[src/rtl/uart_rx_frame_ctrl.sv]
// -----------------------------------------------------------------------------
// uart_rx_frame_ctrl
//
// Frame-level controller sitting behind a UART byte receiver. Incoming bytes
// are parsed as HEADER, LEN, LEN payload bytes, CSUM, where
// CSUM = (LEN + sum of payload) mod 256. A validated payload is held in a
// 16-entry buffer and offered to the host with a level-valid/acknowledge
// handshake. Bad lengths, bad checksums, stalled frames and bytes that arrive
// while a frame is held are reported with one-cycle error pulses.
//
// Optional feature macro: UART_FRAME_TIMEOUT_EN
//   defined   : 24-bit inter-byte timeout counter and timeout_err pulse
//   undefined : no counter, timeout_err tied low, stalled frames wait forever
//
// Ports
//   rx_clk        in   sole clock, rising edge
//   rst           in   synchronous active-high reset
//   uart_rx_done  in   one-cycle byte-valid strobe
//   uart_rx_data  in   received byte (valid with uart_rx_done)
//   frame_ack     in   host releases the held frame (ignored outside HOLD)
//   rd_addr       in   payload buffer read address
//   rd_data       out  registered buffer read data, one cycle latency
//   frame_valid   out  level, a validated frame is held
//   frame_len     out  payload length of the held frame
//   crc_err       out  pulse, checksum mismatch
//   len_err       out  pulse, length byte 0 or above MAX_LEN
//   timeout_err   out  pulse, inter-byte timeout
//   overrun       out  pulse, byte arrived while a frame was held
// -----------------------------------------------------------------------------
module uart_rx_frame_ctrl #(
    parameter int unsigned CLK_FREQ      = 50000000,
    parameter int unsigned UART_BPS      = 115200,
    parameter int unsigned MAX_LEN       = 16,
    parameter logic [7:0]  HEADER        = 8'hA5,
    parameter int unsigned TIMEOUT_BYTES = 4
) (
    input  logic       rx_clk,
    input  logic       rst,
    input  logic       uart_rx_done,
    input  logic [7:0] uart_rx_data,
    input  logic       frame_ack,
    input  logic [3:0] rd_addr,
    output logic [7:0] rd_data,
    output logic       frame_valid,
    output logic [4:0] frame_len,
    output logic       crc_err,
    output logic       len_err,
    output logic       timeout_err,
    output logic       overrun
);

    localparam int unsigned TIMEOUT_CYC = TIMEOUT_BYTES * 32'd10 * (CLK_FREQ / UART_BPS);
    localparam logic [7:0]  MAX_LEN_B   = 8'(MAX_LEN);

    // Reject configurations the buffer or the 24-bit counter cannot honour.
    if ((MAX_LEN < 32'd1) || (MAX_LEN > 32'd16) ||
        (TIMEOUT_CYC < 32'd2) || (TIMEOUT_CYC > 32'd16777215)) begin : g_bad_cfg
        $error("uart_rx_frame_ctrl: illegal MAX_LEN or timeout configuration");
    end

    typedef enum logic [2:0] {
        S_IDLE = 3'd0,
        S_LEN  = 3'd1,
        S_DATA = 3'd2,
        S_CSUM = 3'd3,
        S_HOLD = 3'd4
    } state_t;

    state_t      state_q, state_d;
    logic [4:0]  len_q, len_d;
    logic [3:0]  idx_q, idx_d;
    logic [7:0]  sum_q, sum_d;
    logic        mem_we_s;
    logic [7:0]  mem_q [16];

    logic        frame_valid_q, frame_valid_d;
    logic [4:0]  frame_len_q, frame_len_d;
    logic        crc_err_q, crc_err_d;
    logic        len_err_q, len_err_d;
    logic        timeout_err_q, timeout_err_d;
    logic        overrun_q, overrun_d;
    logic [7:0]  rd_data_q;

    logic        len_bad_s;
    logic        csum_ok_s;
    logic        tmo_s;

    assign len_bad_s = (uart_rx_data == 8'd0) || (uart_rx_data > MAX_LEN_B);
    assign csum_ok_s = (uart_rx_data == sum_q);

`ifdef UART_FRAME_TIMEOUT_EN
    localparam logic [23:0] TMO_LAST = 24'(TIMEOUT_CYC - 32'd1);

    logic [23:0] tmo_cnt_q, tmo_cnt_d;
    logic        tmo_run_s;

    assign tmo_run_s = (state_q == S_LEN) || (state_q == S_DATA) || (state_q == S_CSUM);
    // A strobe arriving on the terminal count wins over the timeout.
    assign tmo_s     = tmo_run_s && !uart_rx_done && (tmo_cnt_q == TMO_LAST);

    // Inter-byte counter: cleared by every strobe and outside an open frame.
    always_comb begin
        tmo_cnt_d = tmo_cnt_q;
        if (uart_rx_done || !tmo_run_s) begin
            tmo_cnt_d = 24'd0;
        end else begin
            tmo_cnt_d = tmo_cnt_q + 24'd1;
        end
    end

    // Timeout counter register.
    always_ff @(posedge rx_clk) begin
        if (rst) begin
            tmo_cnt_q <= 24'd0;
        end else begin
            tmo_cnt_q <= tmo_cnt_d;
        end
    end
`else
    assign tmo_s = 1'b0;
`endif

    // State and frame datapath registers.
    always_ff @(posedge rx_clk) begin
        if (rst) begin
            state_q <= S_IDLE;
            len_q   <= 5'd0;
            idx_q   <= 4'd0;
            sum_q   <= 8'd0;
        end else begin
            state_q <= state_d;
            len_q   <= len_d;
            idx_q   <= idx_d;
            sum_q   <= sum_d;
        end
    end

    // Next-state and datapath update for the framing machine.
    always_comb begin
        state_d  = state_q;
        len_d    = len_q;
        idx_d    = idx_q;
        sum_d    = sum_q;
        mem_we_s = 1'b0;
        case (state_q)
            S_IDLE: begin
                if (uart_rx_done && (uart_rx_data == HEADER)) begin
                    state_d = S_LEN;
                end else begin
                    state_d = S_IDLE;
                end
            end
            S_LEN: begin
                if (uart_rx_done) begin
                    if (len_bad_s) begin
                        state_d = S_IDLE;
                    end else begin
                        len_d   = uart_rx_data[4:0];
                        sum_d   = uart_rx_data;
                        idx_d   = 4'd0;
                        state_d = S_DATA;
                    end
                end else if (tmo_s) begin
                    state_d = S_IDLE;
                end else begin
                    state_d = S_LEN;
                end
            end
            S_DATA: begin
                if (uart_rx_done) begin
                    mem_we_s = 1'b1;
                    sum_d    = sum_q + uart_rx_data;
                    idx_d    = idx_q + 4'd1;
                    if ({1'b0, idx_q} == (len_q - 5'd1)) begin
                        state_d = S_CSUM;
                    end else begin
                        state_d = S_DATA;
                    end
                end else if (tmo_s) begin
                    state_d = S_IDLE;
                end else begin
                    state_d = S_DATA;
                end
            end
            S_CSUM: begin
                if (uart_rx_done) begin
                    if (csum_ok_s) begin
                        state_d = S_HOLD;
                    end else begin
                        state_d = S_IDLE;
                    end
                end else if (tmo_s) begin
                    state_d = S_IDLE;
                end else begin
                    state_d = S_CSUM;
                end
            end
            S_HOLD: begin
                if (frame_ack) begin
                    state_d = S_IDLE;
                end else begin
                    state_d = S_HOLD;
                end
            end
            default: begin
                state_d = S_IDLE;
            end
        endcase
    end

    // Next values of the registered outputs; the error terms live in disjoint
    // states (timeout only without a strobe), so at most one pulse fires.
    always_comb begin
        frame_valid_d = (state_d == S_HOLD);
        crc_err_d     = (state_q == S_CSUM) && uart_rx_done && !csum_ok_s;
        len_err_d     = (state_q == S_LEN) && uart_rx_done && len_bad_s;
        timeout_err_d = tmo_s;
        overrun_d     = (state_q == S_HOLD) && uart_rx_done;
        if ((state_q == S_CSUM) && uart_rx_done && csum_ok_s) begin
            frame_len_d = len_q;
        end else begin
            frame_len_d = frame_len_q;
        end
    end

    // Output registers.
    always_ff @(posedge rx_clk) begin
        if (rst) begin
            frame_valid_q <= 1'b0;
            frame_len_q   <= 5'd0;
            crc_err_q     <= 1'b0;
            len_err_q     <= 1'b0;
            timeout_err_q <= 1'b0;
            overrun_q     <= 1'b0;
        end else begin
            frame_valid_q <= frame_valid_d;
            frame_len_q   <= frame_len_d;
            crc_err_q     <= crc_err_d;
            len_err_q     <= len_err_d;
            timeout_err_q <= timeout_err_d;
            overrun_q     <= overrun_d;
        end
    end

    // Payload buffer write port; contents are deliberately not reset.
    always_ff @(posedge rx_clk) begin
        if (mem_we_s) begin
            mem_q[idx_q] <= uart_rx_data;
        end
    end

    // Registered read port, active in every state.
    always_ff @(posedge rx_clk) begin
        if (rst) begin
            rd_data_q <= 8'd0;
        end else begin
            rd_data_q <= mem_q[rd_addr];
        end
    end

    assign rd_data     = rd_data_q;
    assign frame_valid = frame_valid_q;
    assign frame_len   = frame_len_q;
    assign crc_err     = crc_err_q;
    assign len_err     = len_err_q;
    assign timeout_err = timeout_err_q;
    assign overrun     = overrun_q;

endmodule

[config.mk]
export PLATFORM = sky130hd
export DESIGN_NAME = uart_rx_frame_ctrl
export DESIGN_NICKNAME = d
export VERILOG_FILES = /design/src/rtl/uart_rx_frame_ctrl.sv
export SDC_FILE = /design/constraint.sdc
export NUM_CORES = 1
export LEC_CHECK = 0
export ABC_AREA = 0
export CAP_MARGIN = 5
export CORE_MARGIN = 4
export CORE_UTILIZATION = 55
export CTS_CLUSTER_SIZE = 16
export DETAILED_ROUTE_END_ITERATION = 12
export PLACE_DENSITY_LB_ADDON = 0.3
export SETUP_SLACK_MARGIN = 0.4
export SLEW_MARGIN = 20
export SYNTH_ARGS = -nofsm -noshare
export SYNTH_HDL_FRONTEND = slang
export SYNTH_SLANG_ARGS = --single-unit
[constraint.sdc]
create_clock -name rx_clk -period 2.6 [get_ports rx_clk]
set_clock_uncertainty 0.2 [all_clocks]
set_input_delay 0.78 -clock rx_clk [delete_from_list [all_inputs] [get_ports rx_clk]]
set_output_delay 0.78 -clock rx_clk [all_outputs]
set_load 0.01 [all_outputs]
==> summary.txt, run 1 <==
STA
  – RSZ-0062 raised after global routing: yes
  – Final hold violations: 0
  – Fin worst setup slack: approximately 400 ps
  – Final worst-path cycle share: 0.841
  – Hold WS: 306 ps
  – Achievable Freq: ~460 MHz
  – Final min period: roughly 2200 ps
  – Max Slew Vio Count: 0
  – TNS Setup: 0 ps
  – Final setup fails: 0

Critical path
  – Crit Path Category: in -> reg
  – Reg2reg start: sum_q[2]
  – Crit start category: input pin
  – Last element of the critical path: sum_q[6]
  – Worst Setup SP: uart_rx_data[2]
  – Critical R2R Capture: sum_q[6]
  – R2R cell count: 8
  – CP Capture Type: flip-flop
  – Reg-to-reg slack, setup: between 500 and 600 ps
  – Critical Path AT: ~2300 ps
  – CP required: roughly 2700 ps
  – Worst-path fanout max: 4

Outcome
  – Status: complete, no violations

Clocking
  – H-tree Lvls: 4
  – CTS Buf Count: 17
  – Max clock buf depth: 2
  – Number of clock sinks: between 150 and 200
  – Post-CTS Hold Buffers: 0
  – Clk slew on worst S/H paths: 70 ps
  – Clk_lat worst skew: roughly 420 ps
  – CTS tree: done
  – Clock Tree Root: clkbuf_16

Floorplanning
  – Die X: 120 um
  – Number of core rows: 40
  – Core ar.: about 12000 sq um
  – I/O pins: 34
  – Initial core utilization: 0.567
  – Die Ht: around 120 um
  – Area of the die: 14400 sq um

Synthesis
  – YS warnings: 0
  – Async SR Flop Fraction: 0
  – Synth Flop Type: edfxtp_1
  – Adder-cell share of the synthesized area: 0.0247
  – Synth unique cells: 52
  – Synth Area in XOR/XNOR: 0.0178
  – Part of the Yosys area used for sequential elements: 0.664
  – Number of synthesized flops with an enable pin: roughly 130
  – Leading area contributor after synthesis: edfxtp_1
  – Post-Syn Area: about 7000 sq um
  – Synth Area in Compound Gates: 0.0613
  – Syn nets: 487
  – Synthesized area per cell: roughly 15 sq um
  – Top cells by area, synth: edfxtp_1, dfxtp_1, mux4_2, mux2i_1, ha_1
  – Synth Instances: approximately 460
  – Post-synthesis mux area share: 0.130
  – Yosys top cell area share: 0.557
  – Largest family of logic cells by synthesized area: multiplexers
  – Seq cells post-synth: between 150 and 200
  – Simple-gate share of the synthesized area: 0.0761

Layout
  – Post-layout util: 0.715
  – Area grow syn2layout: 26.0%
  – Share of layout cells above drive strength 1: 0.322
  – Non-filler instance count after layout: 740
  – Finished Cell Area: between 8000 and 9000 sq um
  – Final nets: between 500 and 600
  – Fill cells: just under 800
  – Diode count: 0

Detailed routing
  – Vias/cell: slightly below 6
  – Drc violations: 0
  – Routed len/inst: roughly 22 um
  – DR iter-0 viols: 516
  – DRT antenna net count: 0
  – Via Count: 4400
  – TritonRoute pass-1 iters: 4
  – DRT Wirelength: 16.4 mm

Place
  – Worst slack, placed: -479 ps
  – Routability Congestion: approximately 0.86
  – PortBufs: 32
  – Post-detail-place hpwl: about 10 mm
  – Placed insts: approximately 700
  – DP Area: between 7000 and 8000 sq um

Pwr
  – P_leak: ~3.1 nW
  – Max IR drop VDD: around 0.34 mV
  – Pwr per Cell Area: 650 nW/um^2
  – Total power: between 5 and 6 mW

Hold path
  – Worst min path class: reg -> reg
  – Hold path cells: 2

Global route
  – First-pass GRT wire length: 25.4 mm
  – Initial antenna violation count: 0
  – GR Overflow Total: 0
  – Largest net degree at the start of global routing: 21
  – Vias in the first global route: 4572
  – Gr usage total: 0.236

Run
  – Max-cap viol count: 0
Yosys cell counts, types with 2 or more instances:
| library cell | instances |
|---|---|
| a211oi_1 | 12 |
| a21boi_0 | 5 |
| a21oi_1 | 19 |
| a221oi_1 | 2 |
| a22oi_1 | 3 |
| a32o_1 | 2 |
| and3_1 | 4 |
| buf_1 | 2 |
| buf_2 | 8 |
| buf_4 | 2 |
| buf_6 | 2 |
| clkbuf_1 | 10 |
| dfxtp_1 | 37 |
| edfxtp_1 | 128 |
| ha_1 | 12 |
| inv_1 | 9 |
| mux2_2 | 12 |
| mux2i_1 | 25 |
| mux4_1 | 4 |
| mux4_2 | 18 |
| nand2_1 | 28 |
| nand2b_1 | 3 |
| nand3_1 | 13 |
| nor2_1 | 29 |
| nor2b_1 | 5 |
| nor3_1 | 11 |
| nor4_1 | 4 |
| o21a_1 | 3 |
| o21ai_0 | 10 |
| or3_1 | 2 |
| xnor2_1 | 8 |
| xor2_1 | 6 |
flip-flops by register name, indices dropped and copies added, names as in the netlist:
signal,flops
idx_q,4
frame_len,5
len_q,5
rd_data,8
frame_valid,1
state_q,3
len_err,1
crc_err,1
overrun,1
mem_q,128
sum_q,8
cell type report:
cell class | count | area (sq um) | area share
tap | 168 | 210 | 0.0242
sequential | 165 | 4590 | 0.527
multi-input combinational | 259 | 2370 | 0.273
timing repair buffer | 107 | 913 | 0.105
inverter | 9 | 33.8 | 0.00389
clock buffer | 17 | 425 | 0.0489
clock inverter | 15 | 154 | 0.0177
cells in the final DEF, fill, tap and decap left out, types with 4 or more instances in the layout:
master and instances:
o21ai_0 10, nand3_1 11, nor3_1 6, nand2_1 27, inv_6 4, edfxtp_1 128, buf_2 5, clkbuf_16 18
a211oi_1 11, buf_12 5, a21boi_0 5, mux2_2 12, xnor2_1 7, mux4_2 19, clkinv_2 5, a21oi_1 17
nor3_2 4, inv_1 8, dlygate4sd2_1 19, nor2_1 26, buf_4 66, xor2_1 6, and3_1 4, mux2i_1 25
ha_1 5, dfxtp_1 36, ha_4 7, clkdlybuf4s50_1 4
metal layers:
layer | vias to the layer above | global-route usage | part of all wire | routed length, um
li1 | 1962 | - | - | -
met1 | 2226 | 0.300 | 0.40 | 6550
met2 | 176 | 0.397 | 0.51 | 8360
met3 | 36 | 0.0533 | 0.066 | 1080
met4 | 0 | 0.0895 | 0.025 | 413
met5 | - | 0 | 0 | 0
worst max-delay path: stages:
cell and delay (ps):
buf_2 130, ha_4 230, buf_6 130, nor2b_2 150, o31a_1 260, o21a_1 180, nor2_2 120, nor4_1 60
a221o_1 260
where the power goes:
group          total, mW  switching [mW]  internal, mW  leakage [nW]
Sequential          2.85         0.00241          2.84          1.45
Clock               2.47            1.05          1.42         0.288
Combinational      0.333           0.181         0.152          1.40
Total               5.65            1.23          4.42          3.14
kinds of logic (layout without fill, tap and decap cells):
| kind of cell | Yosys count | after routing |
|---|---|---|
| xor+xnor | 14 | 14 |
| flops | 165 | 165 |
| mux | 59 | 59 |
| buf+inv | 34 | 148 |
| compound gates | 64 | 64 |
| simple gates | 108 | 108 |
| fa+ha+maj | 13 | 13 |
| other cells | 1 | 1 |
worst min-delay path by stage:
stage	start	end
2_1_floorplan	sum_q[5]	sum_q[5]
3_3_place_gp	sum_q[5]	sum_q[5]
3_5_place_dp	sum_q[5]	sum_q[5]
4_1_cts	frame_len[2]	frame_len[2]
5_1_grt	frame_len[2]	frame_len[2]
6_report	frame_len[2]	frame_len[2]
timing repair:
item / CTS / global route
cloned: 0 / 1
gates resized for setup: 62 / 18
endpoints found under the setup margin: 50 / 73
pin swaps: 16 / 9
hold endpoints to repair: 0 / 0
buffers inserted: 5 / 3
Note: power is estimated with default switching activity, not from simulation.
==> inputs of run 2 (changes only) <==
==> constraint.sdc (replaced) <==
create_clock -name rx_clk -period 2.08 [get_ports rx_clk]
set_clock_uncertainty 0.2 [all_clocks]
set_input_delay 0.624 -clock rx_clk [delete_from_list [all_inputs] [get_ports rx_clk]]
set_output_delay 0.624 -clock rx_clk [all_outputs]
set_load 0.01 [all_outputs]
==> run 2 against run 1 <==
Effect of this change:
- the flow now finishes with violations (negative setup slack)
- total power rose by 27%
- wire length rose by 28%
- flip-flop and latch count did not move
- critical path type is now reg -> reg
- largest cell class unchanged
- largest power group unchanged
- highest routed layer unchanged
==> summary.txt, run 2 (synthesis gave the netlist of run 1 again) <==
Floorplanning
  – Area of the die: 14400 sq um
  – Core ar.: 12200 sq um
  – Die X: ~120 um
  – Die Ht: about 120 um
  – Initial core utilization: 0.567
  – I/O pins: 34
  – Number of core rows: 40

Clocking
  – Number of clock sinks: between 150 and 200
  – CTS Buf Count: 17
  – Clk_lat worst skew: about 430 ps
  – Clk slew on worst S/H paths: ~60 ps
  – Max clock buf depth: 2
  – Post-CTS Hold Buffers: 0
  – Clock Tree Root: clkbuf_16
  – H-tree Lvls: 4
  – CTS tree: done

Critical path
  – Worst-path fanout max: 2
  – CP required: approximately 2200 ps
  – Crit start category: flip-flop
  – R2R cell count: 8
  – Crit Path Category: reg -> reg
  – CP Capture Type: flip-flop
  – Critical Path AT: between 2000 and 2500 ps

Layout
  – Leading cell type in the layout, fill and taps excluded: edfxtp_1
  – Area grow syn2layout: 44.9%
  – Final nets: 634
  – Share of layout cells above drive strength 1: 0.537
  – Diode count: 0
  – Most frequent cells in the layout: edfxtp_1, buf_4, buf_6, buf_12, mux2i_1
  – Max reg flops: approximately 130
  – Top reg by flops: mem_q
  – Post-layout util: 0.822

Run
  – Max-cap viol count: 0

Hold path
  – Worst min path class: reg -> reg
  – Hold path cells: 2

Outcome
  – Status: finished, violations left
  – Failing checks: negative setup slack

Detailed routing
  – Drc violations: 0
  – DRT antenna net count: 0
  – Routed len/inst: between 20 and 30 um
  – DRT Wirelength: 21.0 mm
  – Vias/cell: approximately 6.2
  – Via Count: between 4000 and 5000
  – DR iter-0 viols: approximately 490
  – TritonRoute pass-1 iters: 5

STA
  – Final setup fails: 3
  – Achievable Freq: approximately 460 MHz
  – Final worst-path cycle share: 1.05
  – TNS Setup: -222 ps
  – Fin worst setup slack: -106 ps
  – Final hold violations: 0
  – Final min period: 2190 ps
  – Max Slew Vio Count: 0
  – RSZ-0062 raised after global routing: yes

Place
  – Post-detail-place hpwl: ~11 mm
  – PortBufs: 32
  – Worst slack, placed: -852 ps
  – Routability Congestion: 0.833

Global route
  – First-pass GRT wire length: 28.1 mm
  – GR Overflow Total: 0
  – Vias in the first global route: 4960
  – Gr usage total: 0.263
  – Largest net degree at the start of global routing: 23
  – Initial antenna violation count: 0

Pwr
  – Max IR drop VDD: around 0.54 mV
  – Pwr per Cell Area: 719 nW/um^2
  – P_leak: approximately 3.5 nW
  – Total power: between 7 and 8 mW
==> run 2: cell types whose count changed in the layout (fill, tap and decap cells not counted), moves of 13 or more <==
cell           previous run  this run
buf_6                     3        32
nand2_1                  27        14
nor2_1                   26        12
dfxtp_2                   1        15
dlygate4sd2_1            19         3
nor2_4                    0        14
dfxtp_1                  36        20
buf_12                    5        30
==> run 2: layout make-up <==
type / instances / area, sq um
clock inverter: 9 / 104
clock buffer: 23 / 468
timing repair buffer: 153 / 1670
sequential: 165 / 4610
fill: 543 / 2160
multi-input combinational: 259 / 2910
inverter: 9 / 36.3
tap: 168 / 210
==> run 2: path summary, 6_finish.rpt <==
kind / from / end / slack, ps
worst min register to register: len_q[1] / len_q[1] / 320
worst max-delay path: sum_q[0] / sum_q[6] / -110
worst max register to register: sum_q[0] / sum_q[6] / -110
worst min-delay path: len_q[1] / len_q[1] / 320
==> run 2: where the power goes <==
part / leakage (nW) / internal (mW) / switching (mW)
Sequential: 1.46 / 3.55 / 0.00271
Combinational: 1.81 / 0.261 / 0.277
Clock: 0.267 / 1.82 / 1.27
==> run 2: critical path, cell delays in order (launching register included) <==
cell     delay, ps
dfxtp_2        360
ha_4           150
inv_4           30
fa_2           440
nor2b_4        150
o31a_1         180
o21a_1         170
nor2_2          60
a221o_1        320
==> run 2: layer usage <==
| layer | vias to the layer above | GRT usage | share of wire | wire [um] |
|---|---|---|---|---|
| li1 | 2053 | - | - | - |
| met1 | 2470 | 0.325 | 0.37 | 7710 |
| met2 | 294 | 0.457 | 0.52 | 10900 |
| met3 | 74 | 0.0514 | 0.066 | 1390 |
| met4 | 0 | 0.106 | 0.047 | 978 |
| met5 | - | 0 | 0 | 0 |
==> run 2: stage by stage <==
| step | hold WS, ps | instances | area, sq um |
|---|---|---|---|
| after floorplan | 247 | 458 | 7350 |
| after global placement | 258 | 714 | 8510 |
| after detailed placement | 277 | 714 | 8510 |
| after CTS | 302 | 767 | 9540 |
| after global routing | 326 | 786 | 10000 |
| final | 316 | 786 | 10000 |
==> run 2: what timing repair did <==
action	in CTS	in global routing
pin swaps	47	44
setup endpoints to repair	181	180
resized for setup	195	68
setup buffers	20	19
cloned	1	0
